$ cat src/rtl/freq_meter.sv
// Gated-window frequency counter: counts rising edges of an asynchronous input
// over GATE_CYCLES clk_ref cycles and reports a saturating count.
module freq_meter #(
  parameter int GATE_CYCLES = 100_000_000,
  parameter int CNT_W       = 27
) (
  input  logic             clk_ref,
  input  logic             rst,
  input  logic             sig_in,
  input  logic             start,
  input  logic             cont,
  output logic             busy,
  output logic [CNT_W-1:0] freq,
  output logic             valid,
  output logic             ovf
);

  localparam int TMR_W = (GATE_CYCLES > 2) ? $clog2(GATE_CYCLES) : 1;
  localparam logic [TMR_W-1:0] TMR_LOAD = TMR_W'(GATE_CYCLES - 1);
  localparam logic [CNT_W-1:0] CNT_MAX  = '1;

  typedef enum logic [1:0] {S_IDLE, S_GATE, S_DONE} state_t;

  state_t           r_state;
  state_t           w_state_next;
  logic             r_sync1;
  logic             r_sync2;
  logic             r_prev;
  logic             w_edge;
  logic [CNT_W-1:0] r_cnt;
  logic             r_sat;
  logic [TMR_W-1:0] r_timer;
  logic [CNT_W-1:0] r_freq;
  logic             r_ovf;
  logic [CNT_W-1:0] w_cnt_upd;
  logic             w_sat_upd;

  // NOTE: sequential state uses non-blocking assignments so every register
  // samples pre-edge values and the synchronizer really is a shift chain.
  always_ff @(posedge clk_ref) begin
    if (rst) begin
      r_sync1 <= 1'b0;
      r_sync2 <= 1'b0;
      r_prev  <= 1'b0;
    end else begin
      r_sync1 <= sig_in;
      r_sync2 <= r_sync1;
      r_prev  <= r_sync2;
    end
  end

  assign w_edge = r_sync2 & ~r_prev;

  always_ff @(posedge clk_ref) begin
    if (rst) r_state <= S_IDLE;
    else     r_state <= w_state_next;
  end

  // NOTE: every always_comb output gets a default first, so no path can leave
  // it unassigned and infer a latch.
  always_comb begin
    w_state_next = r_state;
    case (r_state)
      S_IDLE:  if (start) w_state_next = S_GATE;
      S_GATE:  if (r_timer == '0) w_state_next = S_DONE;
      S_DONE:  w_state_next = cont ? S_GATE : S_IDLE;
      default: w_state_next = S_IDLE;
    endcase
  end

  always_comb begin
    w_cnt_upd = r_cnt;
    w_sat_upd = r_sat;
    if (w_edge) begin
      if (r_cnt == CNT_MAX) w_sat_upd = 1'b1;
      else                  w_cnt_upd = r_cnt + CNT_W'(1);
    end
  end

  // The result is latched on the last GATE edge so it is already visible
  // during the DONE cycle, together with valid.
  always_ff @(posedge clk_ref) begin
    if (rst) begin
      r_cnt   <= '0;
      r_sat   <= 1'b0;
      r_timer <= TMR_LOAD;
      r_freq  <= '0;
      r_ovf   <= 1'b0;
    end else begin
      case (r_state)
        S_GATE: begin
          r_cnt   <= w_cnt_upd;
          r_sat   <= w_sat_upd;
          r_timer <= r_timer - TMR_W'(1);
          if (r_timer == '0) begin
            r_freq <= w_cnt_upd;
            r_ovf  <= w_sat_upd;
          end
        end
        default: begin
          r_cnt   <= '0;
          r_sat   <= 1'b0;
          r_timer <= TMR_LOAD;
        end
      endcase
    end
  end

  assign busy  = (r_state != S_IDLE);
  assign valid = (r_state == S_DONE);
  assign freq  = r_freq;
  assign ovf   = r_ovf;

endmodule

$ cat config.mk
export PLATFORM = sky130hd
export DESIGN_NAME = freq_meter
export DESIGN_NICKNAME = d
export VERILOG_FILES = /design/src/rtl/freq_meter.sv
export SDC_FILE = /design/constraint.sdc
export NUM_CORES = 1
export LEC_CHECK = 0
export BUFFER_PORTS_ARGS = -buffer_cell sky130_fd_sc_hd__buf_2
export CAP_MARGIN = 30
export CORE_ASPECT_RATIO = 1.5
export CORE_MARGIN = 10
export CORE_UTILIZATION = 59
export DETAILED_ROUTE_END_ITERATION = 7
export GPL_ROUTABILITY_DRIVEN = 0
export PLACE_DENSITY = 0.76
export RECOVER_POWER = 100
export SLEW_MARGIN = 20
export SYNTH_ARGS = -nofsm -noshare
export SYNTH_HDL_FRONTEND = slang
export SYNTH_SLANG_ARGS = --single-unit
$ cat constraint.sdc
create_clock -name clk_ref -period 2.56 [get_ports clk_ref]
set_input_delay 0.256 -clock clk_ref [delete_from_list [all_inputs] [get_ports clk_ref]]
set_output_delay 0.256 -clock clk_ref [all_outputs]
set_load 0.02 [all_outputs]
# --- Word level (Yosys, flattened, before mapping) ---
# Index checks and enable logic that the tools add are counted.
totals:
  reg_bits: 88
  input_bits: 5
  out_inout_bits: 30
  wordCells: 33
classes:
  addsub: 2
  n_eq_ne: 5
  n_mux: 8
  n_bitwise: 3
  reduce_logical: 6
op_table:
  columns: ["cell", "n"]
  rows:
  - ["two-way mux 27 bit", 2]
  - ["adder 27 x 1 -> 27 bit (second input constant)", 1]
  - ["== test 27 bit (second input constant)", 1]
  - ["zero test 27 bit", 1]
  - ["subtractor 27 x 1 -> 27 bit (second input constant)", 1]
  - ["case mux 2 bit (3 select lines)", 1]
  - ["two-way mux 2 bit", 2]
  - ["!= test 2 bit (second input constant)", 2]
  - ["AND reduction 2 bit", 2]
  - ["two-way mux 1 bit", 3]
  - ["== test 2 x 1 -> 1 bit (second input constant)", 1]
  - ["== test 2 bit (second input constant)", 1]
  - ["zero test 2 bit", 1]
  - ["NOT 1 bit", 2]
  - ["nonzero test 2 bit", 1]
  - ["OR reduction 2 bit", 1]
  - ["bitwise AND 1 bit", 1]

# --- Logic depth before layout (Yosys ltp) ---
depth:
  depth_word: 3
  depth_mapped: 8

# --- Least setup slack after synthesis ---
# No wires, ideal clock.
synth_timing:
  kind: "register to register"
  startpoint: "register r_cnt[0]"
  endpoint: "register r_freq[20], in the netlist freq[20]"
  t_arrival_ps: 1882
  slack_ps: 587
  path_stages_with_launch: 7
  cell_sequence: "dfxtp_1 > ha_1 > and3_1 > nand2_1 > or4_1 > or3_1 > a311oi_1"
synth_via:
  elab_chain_cells: 3
  elab_cells_between_ends: 4
synth_rtl:
  columns: ["element", "line", "rtl"]
  rows:
  - ["start: declaration", "30", "logic [CNT_W-1:0] r_cnt;"]
  - ["start signal: assignment", "92", "r_cnt <= w_cnt_upd;"]
  - ["adder 27 x 1 -> 27 bit or == test 27 bit (tied branches)", "76, 75", null]
  - ["two-way mux 27 bit *", "75", "if (r_cnt == CNT_MAX) w_sat_upd = 1'b1;"]
  - ["two-way mux 27 bit *", "74", "if (w_edge) begin"]
  - ["end signal: assignment", "96", "r_freq <= w_cnt_upd;"]
  - ["end: declaration", "33", "logic [CNT_W-1:0] r_freq;"]
# Mark *: on every way between the ends. The rest lies on a longest branch, timed or not.
# A chain may end at the register's enable or synchronous reset.

# --- Worst setup path after layout ---
layout_timing:
  startpoint: "register r_timer[4]"
  endpoint: "register r_timer[25]"
layout_via:
  elab_chain_cells: 1
layout_rtl:
  columns: ["element", "line", "rtl"]
  rows:
  - ["start: declaration", "32", "logic [TMR_W-1:0] r_timer;"]
  - ["start signal: assignment", "94", "r_timer <= r_timer - TMR_W'(1);"]
  - ["subtractor 27 x 1 -> 27 bit", "94", null]
# Every way passes these cells.

==> metrics.md <==
| Metric | Value |
|---|---|
| Worst Setup End Kind | `flop` |
| First-pass GRT wire length | `15,200 um` |
| Hold Path Depth | `2` |
| Hold Crit Endpoint | `r_sync1` |
| RSZ-0062 raised after global routing | `false` |
| Slowest cell on the critical path | `or4_1` |
| Final Net Count | `477` |
| Share of post-route cells with drive strength above 1 | `0.0701` |
| Final instance area | `4270 um2` |
| Final setup TNS | `0 ns` |
| Core ar. | `6530 um2` |
| Dominant cells by area after synthesis | `dfxtp_1, xnor2_1, nor2_1` |
| CP max stage delay | `0.60 ns` |
| Resized cells post-CTS | `0` |
| Standard-cell rows | `36` |
| Worst-path cell chain | `or4_1 -> nor4_4 -> nand3_4 -> o311ai_0 -> o41ai_1` |
| Clk slew on worst S/H paths | `0.08 ns` |
| Reg2Reg Depth | `5` |
| Initial core utilization | `0.605` |
| RR Endpoint | `r_timer[25]` |
| Sequential fraction of the synthesis area | `0.446` |
| Worst Max-Slew Pin Slew | `0.945 ns` |
| Crit-path max FO | `10` |
| Max Freq | `436 MHz` |
| Largest net degree at the start of global routing | `50` |
| Placed Area | `4190 um2` |
| Post-Syn Instances | `437` |
| Final period util | `0.896` |
| Max-cap violations | `0` |
| Distinct cells, synth | `49` |
| Die Width | `86.8 um` |
| Vias in the first global route | `3,264` |
| Leakage | `1.38 nW` |
| Port Buf Inserts | `34` |
| Synth Warn # | `0` |
| Num ports | `35` |
| Post-synth top area cell | `dfxtp_1` |
| Worst min path class | `in2reg` |
| Cell family with most CP delay | `simple AND/OR/NAND/NOR gates` |
| Clock Latency Late Sink | `0.36 ns` |
| Final setup fails | `0` |
| DR vias/cell | `5.94` |
| Hold_buf cts | `0` |
| CP startpoint kind | `flop` |
| Cell Pwr Density | `515 nW/um2` |
| Tot Pwr | `2.20 mW` |
| Post-synth EDFFs | `0` |
| Reg2Reg Setup Slack | `0.27 ns` |
| Post-Syn Nets | `445` |
| CTS Sinks | `88` |
| Detail Route Antenna Nets | `0` |
| Final wirelength | `8870 um` |
| Fillcell total | `578` |
| Reg2reg start | `r_timer[4]` |
| Synth async-reset ratio | `0` |
| Chip height | `120 um` |
| Post-Syn Area | `3950 um2` |
| H-tree depth | `3` |
| Register area | `1760 um2` |
| Top cell type's share of synthesized area | `0.446` |
| Skew final | `0.00902 ns` |
| Maximum VDD drop | `0.413 mV` |
| DR vias | `3,250` |
| Ys flop type | `dfxtp_1` |
| Mapped Avg Cell Area | `9.04 um2` |
| Multi-input logic area | `2060 um2` |
| DRC viols | `0` |
| GRT Total Usage | `0.178` |
| DIE AREA | `10,400 um2` |
| Top-count cell post-synth | `dfxtp_1` |
| Max_slew headroom | `0.370` |
| Pre-antenna DRT Iters | `4` |
| Worst Path Buf+Inv | `0` |
| Root Driver | `clkbuf_8` |
| Total CTS buffers | `9` |
| HP Start | `sig_in` |
| CP Data Required Time | `2.80 ns` |
| CP arrival | `2.53 ns` |
| Syn-to-layout area delta | `8.14%` |
| Status | `complete, no violations` |
| Bufs on Longest Clock Path | `2` |
| ANT cells | `0` |
| Iter 0 DRT Violations | `132` |
| WL/cell | `16.2 um` |
| Synth cell count leaders | `dfxtp_1, nor2_1, nand2_1` |
| CTS tree | `yes` |
| # Post-CTS Setup Buffers | `0` |
| Count of state elements after synthesis | `88` |
| Final min period | `2.29 ns` |
| Hold Fails Final Rpt | `0` |
| Setup CP Type | `reg2reg` |
| GRT overflow | `0` |
| DP Wirelength | `6450 um` |
| Initial antenna violation count | `0` |
| Max-slew violations | `0` |
-- flip-flops by register name (all words and copies together) (netlist names) --
signal	cells
r_sync2	1
r_prev	1
ovf	1
r_state	2
freq	27
r_sat	1
r_sync1	1
r_cnt	27
r_timer	27
-- placed cells by master, fill, tap and decap left out, drive strengths merged, types with 14 or more instances in the layout --
cell type	n
a211oi	28
clkbuf	47
nor4	14
nand2	30
xnor2	28
nand4	16
a21oi	21
dfxtp	88
nor2	62
nand3	16
-- final cells by class --
class	count	share of cell area
multi-input combinational	322	0.482
sequential	88	0.412
timing repair buffer	44	0.0471
clock buffer	11	0.0307
tap	76	0.0222
inverter	4	0.00351
clock inverter	2	0.00234
-- per-stage QoR --
stage	worst slack [ns]	instances	hold slack [ns]	util
2_1_floorplan	0.587	437	0.366	-
3_3_place_gp	0.427	533	0.379	0.642
3_5_place_dp	0.394	533	0.388	0.642
4_1_cts	0.313	546	0.0842	0.664
5_1_grt	0.0603	547	0.145	0.654
6_report	0.266	547	0.109	0.654
-- power by group --
group          total, mW  internal [mW]  leakage (nW)  switching (mW)
logic             0.0492         0.0121         0.595          0.0371
registers           1.38           1.37         0.710         0.00389
clock network      0.778          0.334        0.0749           0.444
-- how the worst max path moves through the flow --
stage,startpoint,end,slack [ns],depth (start not counted)
after global placement,r_cnt[0],freq[17],0.43,6
after floorplan,r_cnt[0],freq[20],0.59,6
after global routing,r_timer[4],r_timer[25],0.06,5
after detailed placement,r_timer[4],r_timer[25],0.39,5
final,r_timer[4],r_timer[25],0.27,5
after CTS,r_timer[4],freq[16],0.31,6
-- metal layers --
metal  vias to the layer above  GRT usage  routed length (um)
li1                       1642          -                   -
met1                      1509      0.179                3360
met2                        75      0.316                4800
met3                        24     0.0470                 397
met4                         0      0.107                 314
met5                         -          0                   0
-- cell families after synthesis --
logic type,synth area share
adder cells (fa/ha/maj),0.00950
XOR/XNOR,0.0820
multiplexers,0.00507
buffers and inverters,0.0301
AO/OA/AOI/OAI,0.134
flip-flops,0.446
AND/OR/NAND/NOR,0.294
No activity file was read; power rests on OpenSTA's default activity.
